### src/rtl/soc_addr_sched_pkg.sv
// Shared FSM state type, register indices and bit positions for the scan
// address scheduler (soc_system_addr_sched and its pick sub-module).
package soc_addr_sched_pkg;

    typedef enum logic [1:0] {
        ST_IDLE,
        ST_GUARD,
        ST_DWELL,
        ST_NEXT
    } state_e;

    localparam logic [2:0] REG_CTRL   = 3'd0;
    localparam logic [2:0] REG_DWELL  = 3'd1;
    localparam logic [2:0] REG_MASK   = 3'd2;
    localparam logic [2:0] REG_MANUAL = 3'd3;
    localparam logic [2:0] REG_STATUS = 3'd4;

    localparam int unsigned CTRL_RUN_BIT     = 0;
    localparam int unsigned CTRL_ONESHOT_BIT = 1;
    localparam int unsigned CTRL_IRQ_EN_BIT  = 2;

    localparam int unsigned STATUS_BUSY_BIT = 4;
    localparam int unsigned STATUS_DONE_BIT = 5;

endpackage

### src/rtl/soc_system_addr_sched_pick.sv
// Rotating priority encoder: first set mask bit strictly above cur, wrapping
// through bit 0; reports whether the search wrapped and whether mask is empty.
module soc_system_addr_sched_pick
    import soc_addr_sched_pkg::*;
(
    input  logic [7:0] mask,
    input  logic [2:0] cur,
    output logic [2:0] next_idx,
    output logic       wrapped,
    output logic       none
);

    always_comb begin : search
        logic [2:0] idx;
        idx      = '0;
        next_idx = cur;
        none     = 1'b1;
        // Offset 8 lands back on cur, so a single-bit mask finds itself.
        for (int unsigned i = 1; i <= 8; i++) begin
            idx = cur + 3'(i);
            if (none && mask[idx]) begin
                next_idx = idx;
                none     = 1'b0;
            end
        end
        wrapped = !none && (next_idx <= cur);
    end

endmodule

### src/rtl/soc_system_addr_sched.sv
// Avalon-MM controlled scan address scheduler: register file, guard/dwell
// counters and scan FSM. Optional level irq via macro SOC_ADDR_SCHED_IRQ_EN.
module soc_system_addr_sched
    import soc_addr_sched_pkg::*;
#(
    parameter int unsigned DWELL_W      = 16,
    parameter int unsigned GUARD_CYCLES = 2
) (
    input  logic        clk,
    input  logic        reset_n,
    input  logic [2:0]  address,
    input  logic        chipselect,
    input  logic        write_n,
    input  logic [31:0] writedata,
    output logic [31:0] readdata,
    output logic [2:0]  out_port,
    output logic        out_valid
`ifdef SOC_ADDR_SCHED_IRQ_EN
    ,
    output logic        irq
`endif
);

    localparam logic [3:0] GUARD_LOAD = 4'(GUARD_CYCLES - 1);

    state_e               state_q, state_d;
    logic                 run_q, run_d;
    logic                 oneshot_q, oneshot_d;
    logic [DWELL_W-1:0]   dwell_q, dwell_d;
    logic [7:0]           mask_q, mask_d;
    logic [2:0]           manual_q, manual_d;
    logic                 done_q, done_d;
    logic [2:0]           ptr_q, ptr_d;
    logic [3:0]           guard_cnt_q, guard_cnt_d;
    logic [DWELL_W-1:0]   dwell_cnt_q, dwell_cnt_d;
    logic [2:0]           out_port_q, out_port_d;
    logic                 out_valid_q, out_valid_d;
`ifdef SOC_ADDR_SCHED_IRQ_EN
    logic                 irq_en_q, irq_en_d;
    logic                 irq_q, irq_d;
`endif

    logic       wr_en;
    logic       busy;
    logic [2:0] pick_cur;
    logic [2:0] pick_next;
    logic       pick_wrapped;
    logic       pick_none;
    logic       unused_wdata;

    assign wr_en        = chipselect && !write_n;
    assign busy         = (state_q != ST_IDLE);
    assign unused_wdata = ^writedata;

    // From IDLE, searching above index 7 yields the lowest set mask bit.
    assign pick_cur = (state_q == ST_IDLE) ? 3'd7 : ptr_q;

    soc_system_addr_sched_pick u_pick (
        .mask     (mask_q),
        .cur      (pick_cur),
        .next_idx (pick_next),
        .wrapped  (pick_wrapped),
        .none     (pick_none)
    );

    always_comb begin
        run_d       = run_q;
        oneshot_d   = oneshot_q;
        dwell_d     = dwell_q;
        mask_d      = mask_q;
        manual_d    = manual_q;
        done_d      = done_q;
        state_d     = state_q;
        ptr_d       = ptr_q;
        guard_cnt_d = guard_cnt_q;
        dwell_cnt_d = dwell_cnt_q;
`ifdef SOC_ADDR_SCHED_IRQ_EN
        irq_en_d    = irq_en_q;
`endif

        if (wr_en) begin
            case (address)
                REG_CTRL: begin
                    oneshot_d = writedata[CTRL_ONESHOT_BIT];
                    if (!writedata[CTRL_RUN_BIT]) begin
                        run_d = 1'b0;
                    end else if (mask_q != '0) begin
                        run_d = 1'b1;
                    end
`ifdef SOC_ADDR_SCHED_IRQ_EN
                    irq_en_d = writedata[CTRL_IRQ_EN_BIT];
`endif
                end
                REG_DWELL:  dwell_d  = writedata[DWELL_W-1:0];
                REG_MASK:   mask_d   = writedata[7:0];
                REG_MANUAL: manual_d = writedata[2:0];
                REG_STATUS: if (writedata[STATUS_DONE_BIT]) done_d = 1'b0;
                default: ;
            endcase
        end

        // FSM runs after the register writes so a same-cycle set of done wins.
        if (state_q == ST_IDLE) begin
            if (run_d && !pick_none) begin
                state_d     = ST_GUARD;
                ptr_d       = pick_next;
                guard_cnt_d = GUARD_LOAD;
            end
        end else if (!run_d) begin
            state_d = ST_IDLE;
        end else begin
            case (state_q)
                ST_GUARD: begin
                    if (guard_cnt_q == '0) begin
                        state_d     = ST_DWELL;
                        dwell_cnt_d = dwell_q;
                    end else begin
                        guard_cnt_d = guard_cnt_q - 4'd1;
                    end
                end
                ST_DWELL: begin
                    if (dwell_cnt_q == '0) begin
                        state_d = ST_NEXT;
                    end else begin
                        dwell_cnt_d = dwell_cnt_q - 1'b1;
                    end
                end
                ST_NEXT: begin
                    if (pick_none) begin
                        run_d   = 1'b0;
                        state_d = ST_IDLE;
                    end else if (pick_wrapped && oneshot_q) begin
                        done_d  = 1'b1;
                        run_d   = 1'b0;
                        state_d = ST_IDLE;
                    end else begin
                        ptr_d       = pick_next;
                        guard_cnt_d = GUARD_LOAD;
                        state_d     = ST_GUARD;
                    end
                end
                default: state_d = ST_IDLE;
            endcase
        end

        out_valid_d = (state_d == ST_IDLE) || (state_d == ST_DWELL);
        out_port_d  = (state_d == ST_IDLE) ? manual_d : ptr_d;
`ifdef SOC_ADDR_SCHED_IRQ_EN
        irq_d       = done_d && irq_en_d;
`endif
    end

    always_ff @(posedge clk) begin
        if (!reset_n) begin
            state_q     <= ST_IDLE;
            run_q       <= 1'b0;
            oneshot_q   <= 1'b0;
            dwell_q     <= '0;
            mask_q      <= '0;
            manual_q    <= '0;
            done_q      <= 1'b0;
            ptr_q       <= '0;
            guard_cnt_q <= '0;
            dwell_cnt_q <= '0;
            out_port_q  <= '0;
            out_valid_q <= 1'b1;
`ifdef SOC_ADDR_SCHED_IRQ_EN
            irq_en_q    <= 1'b0;
            irq_q       <= 1'b0;
`endif
        end else begin
            state_q     <= state_d;
            run_q       <= run_d;
            oneshot_q   <= oneshot_d;
            dwell_q     <= dwell_d;
            mask_q      <= mask_d;
            manual_q    <= manual_d;
            done_q      <= done_d;
            ptr_q       <= ptr_d;
            guard_cnt_q <= guard_cnt_d;
            dwell_cnt_q <= dwell_cnt_d;
            out_port_q  <= out_port_d;
            out_valid_q <= out_valid_d;
`ifdef SOC_ADDR_SCHED_IRQ_EN
            irq_en_q    <= irq_en_d;
            irq_q       <= irq_d;
`endif
        end
    end

    always_comb begin
        readdata = '0;
        case (address)
            REG_CTRL: begin
                readdata[CTRL_RUN_BIT]     = run_q;
                readdata[CTRL_ONESHOT_BIT] = oneshot_q;
`ifdef SOC_ADDR_SCHED_IRQ_EN
                readdata[CTRL_IRQ_EN_BIT]  = irq_en_q;
`endif
            end
            REG_DWELL:  readdata[DWELL_W-1:0] = dwell_q;
            REG_MASK:   readdata[7:0]         = mask_q;
            REG_MANUAL: readdata[2:0]         = manual_q;
            REG_STATUS: begin
                readdata[2:0]             = out_port_q;
                readdata[STATUS_BUSY_BIT] = busy;
                readdata[STATUS_DONE_BIT] = done_q;
            end
            default: ;
        endcase
    end

    assign out_port  = out_port_q;
    assign out_valid = out_valid_q;
`ifdef SOC_ADDR_SCHED_IRQ_EN
    assign irq       = irq_q;
`endif

endmodule

### config.mk
export PLATFORM = sky130hd
export DESIGN_NAME = soc_system_addr_sched
export DESIGN_NICKNAME = d
export VERILOG_FILES = /design/src/rtl/soc_addr_sched_pkg.sv /design/src/rtl/soc_system_addr_sched_pick.sv /design/src/rtl/soc_system_addr_sched.sv
export SDC_FILE = /design/constraint.sdc
export NUM_CORES = 1
export LEC_CHECK = 0
export BUFFER_PORTS_ARGS = -buffer_cell sky130_fd_sc_hd__buf_2
export CAP_MARGIN = 20
export CELL_PAD_IN_SITES_DETAIL_PLACEMENT = 1
export CELL_PAD_IN_SITES_GLOBAL_PLACEMENT = 1
export CORE_UTILIZATION = 40
export CTS_CLUSTER_SIZE = 28
export DETAILED_ROUTE_END_ITERATION = 16
export GPL_TIMING_DRIVEN = 0
export PLACE_DENSITY = 0.81
export SLEW_MARGIN = 40
export SYNTH_ARGS = -nofsm -noshare
export SYNTH_HDL_FRONTEND = slang
export SYNTH_HIERARCHICAL = 1
export SYNTH_SLANG_ARGS = --single-unit
### constraint.sdc
create_clock -name clk -period 11.9 [get_ports clk]
set_input_delay 2.38 -clock clk [delete_from_list [all_inputs] [get_ports clk]]
set_output_delay 2.38 -clock clk [all_outputs]
set_load 0.1 [all_outputs]
==> results.toml, run 1 <==
[status]
status = "complete, no violations"

[job]
max_cap_viol_count = 0

[clock_tree]
number_of_cells_upsized_or_downsized_after_cts = 0
post_cts.repair.setup_buffers = 0
tritoncts.num_buffers = 9
clkSinkCount = 59
clk_latency_ns = 0.34
cts_tree = "built"
cts_max_level = 3
clockBufferDepth = 2
clk_pin_slew_ns = 0.06
cts-hold-fix-buffers = 0
cts_root_buf = "sky130_fd_sc_hd__clkbuf_8"

[global_routing]
globalRouteTotalUtil = 0.2409
vias_in_the_first_global_route = 4160
gr-total-overflow = 0
wire_length_of_the_first_global_routing_pass_um = 21260
grt_start_max_net_pins = 11
grt_antenna_before_repair = 0

[routing]
routed_wirelength_um = 13070
drt.antenna.violating_nets = 0
number_of_vias_after_detailed_routing = 4130
vias_per_cell = 5.627
remaining_drc_errors = 0
drt_first_iter_violations = 242
wirelength_per_cell_um = 17.81
first_pass_iters = 5

[worst_setup_path]
critical_path.reg2reg.startpoint = "state_q[0]"
crit_start = "address[2]"
crit_path_cell_trace = "buf_2 -> clkbuf_1 -> nand2b_1 -> nor2_1 -> clkbuf_1 -> and2_1 -> buf_2"
critPathSlowestCell = "sky130_fd_sc_hd__buf_2"
kind_of_launch_point_of_the_worst_setup_path = "input port"
critical_path_peak_fanout = 10
cp.buffers_inverters = 4
path_class = "in -> out"
critical_path.max_stage_delay_ns = 0.42
endpoint_kind = "primary output"
arrival_worst_endpoint_ns = 4.24
critical-path-top-delay-family = "buffers and inverters"
worst-endpoint-required_ns = 9.52

[yosys]
postSynthRegisterBits = 59
dominantRegCellSynth = "sky130_fd_sc_hd__dfxtp_1"
async_flop_share = 0
yosysMostFrequentCell = "sky130_fd_sc_hd__nand2_1"
synth_edf_count = 0
post_synth_main_area_contributors = "sky130_fd_sc_hd__dfxtp_1 (28%), sky130_fd_sc_hd__nand2_1 (7.7%), sky130_fd_sc_hd__a21oi_1 (6.0%)"
synth_top_area_share = 0.2768
synth-seq-area-share = 0.2768
synthCells = 528
netlist_area_sq_um = 4267
synth_top_cell_by_area = "sky130_fd_sc_hd__dfxtp_1"
synthesis.yosys.warnings = 6
synth.distinct_cells = 77
synthTopCellsByCount = "sky130_fd_sc_hd__nand2_1 (87), sky130_fd_sc_hd__dfxtp_1 (59), sky130_fd_sc_hd__a21oi_1 (51)"
synth_area_per_cell_sq_um = 8.081

[floorplanning]
placement_rows = 37
die-width_um = 105.3
die-area_sq_um = 11080
core_area_sq_um = 10320
initial_utilization = 0.4133
chipHeight_um = 105.3
io_pins = 75

[sta]
worst_case_hold_slack_ns = 0.4755
maxSlewHeadroom = 0.5783
setup_repair_after_global_routing_missed_its_margin = "no"
final.period_utilization = 0.5559
finalSetupViolCount = 0
clock_skew_ns = 0.008409
fmax_mhz = 151.2
setup-tns-final_ns = 0
final_hold_violation_count = 0
period_needed_ns = 6.616
worst_slew_pin_slew_ns = 0.6326
timing_max_transition_violations_final = 0

[worst_hold_path]
start_point_of_the_worst_min_delay_path = "guard_cnt_q[1]"
min_path_type = "reg -> reg"

[pwr]
totalPowerFinal_uw = 437.4
ir_worst_vdd_mv = 0.05200
power.static_leakage_nw = 1.958
pwr_cell_area_nw_per_um2 = 89.71

[cells_and_area]
fin_nets = 646
drive_gt1_frac = 0.1990
post-route-cell-area_sq_um = 4876
layout.core_utilization = 0.4723
antenna_cells = 0
flow.area_growth_from_synthesis_pct = 14.28
final.fill_count = 1301

[placed_design]
placed_area_sq_um = 4693
gp_routability_congestion = 0.8453
dp.final_hpwl_um = 9939
buffer_ports.inserted = 40
[power by group]
group          internal [mW]  leakage [nW]  total (mW)  switching [mW]
Combinational         0.0159          1.39      0.0610          0.0451
Clock                 0.0948        0.0881       0.176          0.0810
Sequential             0.199         0.476       0.201         0.00192
[worst min-delay path, cell delays in order (launching register included)]
cell	delay [ns]
sky130_fd_sc_hd__dfxtp_1	0.32
sky130_fd_sc_hd__nand2_1	0.06
sky130_fd_sc_hd__a21oi_1	0.05
[final timing paths]
| kind | to | slack, ns | cells past startpoint |
|---|---|---|---|
| setup / recovery | readdata[15] | 5.28 | 7 |
| hold reg to reg | guard_cnt_q[1] | 0.48 | 2 |
| setup reg to reg | out_port[0] | 5.49 | 25 |
| hold / removal | guard_cnt_q[1] | 0.48 | 2 |
[per-layer routing]
layer | GRT usage | routed length, um | up-vias
met4 | 0.07445 | 176 | 0
met1 | 0.3205 | 5907 | 2000
li1 | - | - | 1983
met2 | 0.4004 | 6265 | 130
met3 | 0.03711 | 720 | 17
met5 | 0 | 0 | -
[logic make-up (layout without fill, tap and decap cells)]
group / count (synthesis) / count (layout) / synth area share
fa+ha+maj: 13 / 13 / 0.03812
xor+xnor: 6 / 6 / 0.01232
simple gates: 208 / 208 / 0.2478
mux: 38 / 38 / 0.1349
other cells: 1 / 16 / 0.0008789
flops: 59 / 59 / 0.2768
compound gates: 141 / 141 / 0.2150
buf+inv: 62 / 117 / 0.07419
[per-stage QoR]
stage / cells / worst slack, ns
5_1_grt: 734 / 5.014
4_1_cts: 734 / 5.296
2_1_floorplan: 543 / 4.416
3_3_place_gp: 719 / 5.360
6_report: 734 / 5.284
3_5_place_dp: 719 / 5.302
[state kept, by name, indices dropped and copies added, names as in the netlist]
signal       cells
manual_q         3
mask_q           8
dwell_cnt_q     16
guard_cnt_q      4
ptr_q            3
run_q            1
out_valid        1
oneshot_q        1
dwell_q         16
done_q           1
out_port         3
state_q          2
[layout by cell type, fill, tap and decap left out, types with 6 or more instances in the layout]
cell type                  synthesis  routed
sky130_fd_sc_hd__o21a_1           10      10
sky130_fd_sc_hd__a21oi_1          51      51
sky130_fd_sc_hd__o21ai_1           8       8
sky130_fd_sc_hd__inv_1            16      16
sky130_fd_sc_hd__ha_1             13      13
sky130_fd_sc_hd__clkbuf_1         18      19
sky130_fd_sc_hd__conb_1            1      16
sky130_fd_sc_hd__buf_4            18      18
sky130_fd_sc_hd__o21ai_0          15      15
sky130_fd_sc_hd__buf_2             7      47
sky130_fd_sc_hd__and2_1           13      13
sky130_fd_sc_hd__nand3_1          17      17
sky130_fd_sc_hd__a21boi_0          8       8
sky130_fd_sc_hd__a22oi_1           9       9
sky130_fd_sc_hd__nand2_1          87      87
sky130_fd_sc_hd__nor3_1           12      12
sky130_fd_sc_hd__dfxtp_1          59      59
sky130_fd_sc_hd__nor2b_1           6       6
sky130_fd_sc_hd__clkbuf_8          0       9
sky130_fd_sc_hd__nor2_1           33      33
sky130_fd_sc_hd__mux2i_1          13      13
sky130_fd_sc_hd__mux4_2           10      10
sky130_fd_sc_hd__mux2_2            7       7
sky130_fd_sc_hd__nand2b_1          6       6
[final cells by class]
type | instances | area (sq um) | share of cell area
Clock buffer | 10 | 127.6 | 0.02617
Timing Repair Buffer | 40 | 200.2 | 0.04106
Buffer | 45 | 252.7 | 0.05183
Sequential cell | 59 | 1181 | 0.2422
Multi-Input combinational cell | 422 | 2825 | 0.5794
Inverter | 17 | 63.81 | 0.01309
Tap cell | 136 | 170.2 | 0.03490
Clock inverter | 5 | 55.05 | 0.01129
No activity file was read; power rests on OpenSTA's default activity.
==> run 2, diff against run 1 <==
Settings changed: CORE_UTILIZATION 40 to 38, PLACE_DENSITY 0.81 to 0.8.
Clock period 11.9 ns to 6 ns, I/O delays scaled along.
==> results.toml, run 2 (synthesized netlist as in run 1, its figures left out) <==
[clock_tree]
clk_pin_slew_ns = 0.07
clockBufferDepth = 2
clk_latency_ns = 0.35
cts_max_level = 3
cts_tree = "built"
cts_root_buf = "sky130_fd_sc_hd__clkbuf_8"
clkSinkCount = 59
tritoncts.num_buffers = 9
cts-hold-fix-buffers = 0

[placed_design]
gp_routability_congestion = 0.8424
dp.final_hpwl_um = 10390
buffer_ports.inserted = 40

[global_routing]
gr-total-overflow = 0
wire_length_of_the_first_global_routing_pass_um = 22150
grt_start_max_net_pins = 12
globalRouteTotalUtil = 0.2444
grt_antenna_before_repair = 0
vias_in_the_first_global_route = 4324

[sta]
maxSlewHeadroom = 0.5711
worst_slew_pin_slew_ns = 0.6385
period_needed_ns = 5.728
timing_max_transition_violations_final = 0
final_hold_violation_count = 0
finalSetupViolCount = 0
final.period_utilization = 0.9547
fmax_mhz = 174.6
clock_skew_ns = 0.01025
setup-tns-final_ns = 0

[routing]
drt.antenna.violating_nets = 0
topRoutingLayerUsed = "met4"
routed_wirelength_um = 13780
first_pass_iters = 4
remaining_drc_errors = 0
wirelength_per_cell_um = 18.57
route.met2.wl_um = 6985
drt_first_iter_violations = 268
number_of_vias_after_detailed_routing = 4215
met3_wirelength_um = 516
vias_per_cell = 5.681
wl_met1_um = 6135

[pwr]
power.static_leakage_nw = 1.985
internal_power_uw = 743.2
p_seq_frac = 0.393
pwr_cell_area_nw_per_um2 = 201.1
comb_power_share = 0.121
power.switching_uw = 270.4
ir_worst_vdd_mv = 0.1090
power_switching_share = 0.2667
clk_pwr_share = 0.486
totalPowerFinal_mw = 1.014

[floorplanning]
die-area_sq_um = 11660
core_area_sq_um = 10890
chipHeight_um = 108.0
initial_utilization = 0.3919
die-width_um = 108.0
placement_rows = 38
io_pins = 75

[cells_and_area]
drive_gt1_frac = 0.2226
fin_nets = 649
layout_top_registers = "dwell_cnt_q x16, dwell_q x16, mask_q x8"
flow.area_growth_from_synthesis_pct = 18.12
most-common-layout-cells = "sky130_fd_sc_hd__nand2_1 (87), sky130_fd_sc_hd__dfxtp_1 (58), sky130_fd_sc_hd__a21oi_1 (50), sky130_fd_sc_hd__buf_2 (45), sky130_fd_sc_hd__nor2_1 (32)"
final_common_cell = "sky130_fd_sc_hd__nand2_1"
antenna_cells = 0

[worst_setup_path]
path_class = "reg -> reg"
arrival_worst_endpoint_ns = 5.96
kind_of_launch_point_of_the_worst_setup_path = "flop"
critical_path_peak_fanout = 10
reg2regPathDepth = 25
stages_on_worst_setup_path = 25
critical-path-top-delay-family = "compound AO/OA/AOI/OAI gates"
endpoint_kind = "flop"
worst-endpoint-required_ns = 6.23
critical_path.max_stage_delay_ns = 0.40
cp.buffers_inverters = 5
critPathSlowestCell = "sky130_fd_sc_hd__mux4_2"

[job]
max_cap_viol_count = 0

[worst_hold_path]
worstHoldPathCells = 2
min_path_type = "reg -> reg"

[status]
status = "complete, no violations"
-- run 2: changes by cell type in the layout (fill, tap and decap cells not counted), moves of 2 or more --
cell	change
sky130_fd_sc_hd__clkinvlp_4	+2
sky130_fd_sc_hd__bufinv_16	+3
sky130_fd_sc_hd__buf_4	+3
sky130_fd_sc_hd__buf_2	-2
sky130_fd_sc_hd__clkbuf_4	+2
sky130_fd_sc_hd__clkbuf_1	-2
sky130_fd_sc_hd__inv_1	-2
-- run 2: per-layer routing --
metal / GRT usage / vias to the layer above
met5: 0 / -
li1: - / 1994
met1: 0.3128 / 2097
met2: 0.4236 / 108
met3: 0.03978 / 16
met4: 0.06556 / 0
-- run 2: path summary, 6_finish.rpt --
check                      start        endpoint  slack, ns
setup reg to reg      state_q[0]     out_port[0]       0.27
hold / removal    guard_cnt_q[1]  guard_cnt_q[1]       0.47
setup / recovery      state_q[0]     out_port[0]       0.27
hold reg to reg   guard_cnt_q[1]  guard_cnt_q[1]       0.47
-- run 2: what timing repair did --
item                                    CTS  global route
endpoints found under the setup margin    6             6
setup buffers                             0             3
resized for setup                         6            10
endpoints found under the hold margin     0             0
-- run 2: power groups by stage --
stage          clock (mW)  sequential [mW]  combinational, mW
2_1_floorplan           0            0.407             0.0944
3_3_place_gp            0            0.407              0.118
3_5_place_dp            0            0.407              0.120
4_1_cts             0.497            0.398              0.120
5_1_grt             0.516            0.398              0.130
6_report            0.492            0.398              0.123
-- run 2: worst min-delay path: stages (launching register included) --
cell and delay (ns):
sky130_fd_sc_hd__dfxtp_1 0.32, sky130_fd_sc_hd__nand2_1 0.06, sky130_fd_sc_hd__a21oi_1 0.05
-- run 2: final cells by class --
class	instances	area, sq um
clock inverter	7	140.1
buffer	45	265.3
timing repair buffer	43	222.7
sequential	59	1182
inverter	17	71.32
multi-input combinational	422	2859
tap	140	175.2
fill	1354	5848
clock buffer	9	123.9
-- run 2: through the flow --
step	instances	area [sq um]	worst slack [ns]	hold WS, ns	utilization
final	742	5040	0.2720	0.4732	0.4629
after global placement	723	4698	-0.06588	0.4588	0.4315
after detailed placement	723	4698	-0.2994	0.4692	0.4315
after CTS	739	4979	0.01212	0.4797	0.4573
after floorplan	543	4323	0.8016	0.4441	-
after global routing	742	5040	-0.01236	0.5024	0.4629
==> run 3, diff against run 2 <==
Settings changed: CORE_UTILIZATION 38 to 35, PLACE_DENSITY 0.8 to 0.75.
==> results.toml, run 3 (synthesized netlist as in run 1, its figures left out) <==
[status]
status = "complete, no violations"

[sta]
period_needed_ns = 5.743
finalSetupViolCount = 0
worst_slew_pin_slew_ns = 0.6992
maxSlewHeadroom = 0.5338
clock_skew_ns = 0.01032
timing_max_transition_violations_final = 0
final_hold_violation_count = 0
final.period_utilization = 0.9572
setup_repair_after_global_routing_missed_its_margin = "no"
finalWorstSetupSlack_ns = 0.2566
worst_case_hold_slack_ns = 0.4703
setup-tns-final_ns = 0
fmax_mhz = 174.1

[worst_setup_path]
critical_path_peak_fanout = 10
kind_of_launch_point_of_the_worst_setup_path = "flop"
critical-path-top-delay-family = "compound AO/OA/AOI/OAI gates"
worst-endpoint-required_ns = 6.21
reg2regPathDepth = 25
endpoint_kind = "flop"
arrival_worst_endpoint_ns = 5.95
worst-r2r-setup-slack_ns = 0.26
path_class = "reg -> reg"
critical_path.reg2reg.startpoint = "state_q[0]"
cp.buffers_inverters = 5
crit-reg2reg-capture = "out_port[1]"
critical_path.max_stage_delay_ns = 0.38
critPathSlowestCell = "sky130_fd_sc_hd__mux4_2"

[pwr]
ir_worst_vdd_mv = 0.1181
comb_power_share = 0.118
totalPowerFinal_mw = 1.039
power.static_leakage_nw = 1.998
pwr_cell_area_nw_per_um2 = 205.2
p_seq_frac = 0.384
power.switching_uw = 292.5
power_switching_share = 0.2815
internal_power_uw = 746.3
clk_pwr_share = 0.498

[job]
max_cap_viol_count = 0

[placed_design]
dp.final_hpwl_um = 10260
gp_routability_congestion = 0.8498
buffer_ports.inserted = 40
placed_area_sq_um = 4702
placed_cells_incl_taps = 726
pre_cts_ws_ns = -0.3249

[routing]
drt_first_iter_violations = 240
first_pass_iters = 4
wirelength_per_cell_um = 18.35
number_of_vias_after_detailed_routing = 4122
vias_per_cell = 5.548
routed_wirelength_um = 13640
drt.antenna.violating_nets = 0
remaining_drc_errors = 0

[floorplanning]
die-area_sq_um = 12640
placement_rows = 39
core_area_sq_um = 11660
initial_utilization = 0.3658
io_pins = 75
chipHeight_um = 112.4
die-width_um = 112.4

[worst_hold_path]
min_path_type = "reg -> reg"
worstHoldPathCells = 2
start_point_of_the_worst_min_delay_path = "guard_cnt_q[1]"
min_delay_worst_endpoint = "guard_cnt_q[1]"

[global_routing]
wire_length_of_the_first_global_routing_pass_um = 22070
vias_in_the_first_global_route = 4210
grt_start_max_net_pins = 12
grt_antenna_before_repair = 0
globalRouteTotalUtil = 0.2216
gr-total-overflow = 0

[clock_tree]
clk_pin_slew_ns = 0.06
clk_latency_ns = 0.33
cts_tree = "built"
clkSinkCount = 59
tritoncts.num_buffers = 9
cts_max_level = 3
clockBufferDepth = 2
cts_root_buf = "sky130_fd_sc_hd__clkbuf_16"

[cells_and_area]
final.fill_count = 1419
flow.area_growth_from_synthesis_pct = 18.65
fin_nets = 647
layout_top_registers = "dwell_cnt_q x16, dwell_q x16, mask_q x8"
final_common_cell = "sky130_fd_sc_hd__nand2_1"
layout.cells.non_filler = 743
drive_gt1_frac = 0.2217
multiInputGateArea_sq_um = 2870
most-common-layout-cells = "sky130_fd_sc_hd__nand2_1 (87), sky130_fd_sc_hd__dfxtp_1 (58), sky130_fd_sc_hd__a21oi_1 (50), sky130_fd_sc_hd__buf_2 (45), sky130_fd_sc_hd__nor2_1 (32)"
layout.core_utilization = 0.4341
register_area_sq_um = 1182
antenna_cells = 0
post-route-cell-area_sq_um = 5062
## run 3: cell types whose count changed in the layout (fill, tap and decap cells not counted), moves of 2 or more
cell,change
sky130_fd_sc_hd__clkinv_2,+2
sky130_fd_sc_hd__clkbuf_8,-9
sky130_fd_sc_hd__clkbuf_16,+9
sky130_fd_sc_hd__bufinv_16,-3
sky130_fd_sc_hd__inv_2,+2
## run 3: final cells by class
| type | count | area share |
|---|---|---|
| multi-input combinational | 422 | 0.5670 |
| sequential | 59 | 0.2336 |
| buffer | 45 | 0.05166 |
| clock buffer | 9 | 0.04449 |
| timing repair buffer | 41 | 0.04103 |
| tap | 143 | 0.03534 |
| clock inverter | 7 | 0.01359 |
| inverter | 17 | 0.01335 |
## run 3: timing repair
item	in CTS	in global routing
setup buffers	0	1
endpoints found under the setup margin	6	6
hold buffers	0	0
hold endpoints to repair	0	0
resized for setup	6	12
## run 3: power by group through the flow
stage                     Sequential (mW)  Combinational (mW)  Clock, mW
after floorplan                     0.407              0.0944          0
after CTS                           0.398               0.121      0.525
after detailed placement            0.407               0.120          0
final                               0.398               0.123      0.518
after global placement              0.407               0.118          0
after global routing                0.399               0.130      0.542
## run 3: worst max path at each step
stage                     startpoint           to  cells after the start
after global placement    state_q[0]  out_port[1]                     25
after CTS                 state_q[0]  out_port[0]                     25
final                     state_q[0]  out_port[1]                     25
after detailed placement  state_q[0]  out_port[2]                     25
after floorplan           state_q[0]  out_port[0]                     24
after global routing      state_q[0]  out_port[1]                     25
## run 3: routing by layer
| metal | global-route usage | vias to the layer above | share of wire |
|---|---|---|---|
| met5 | 0 | - | 0 |
| met4 | 0.05600 | 0 | 0.0092 |
| met3 | 0.02754 | 11 | 0.038 |
| met2 | 0.3839 | 102 | 0.48 |
| met1 | 0.2922 | 2015 | 0.47 |
| li1 | - | 1994 | - |
## run 3: worst reg2reg max path: cells and delay by family, from the launching register on
family | cells | cell delay (ns)
buf+inv | 5 | 0.85
simple gates | 5 | 1.05
compound gates | 9 | 1.57
mux | 3 | 1.03
flops | 1 | 0.37
fa+ha+maj | 3 | 0.77
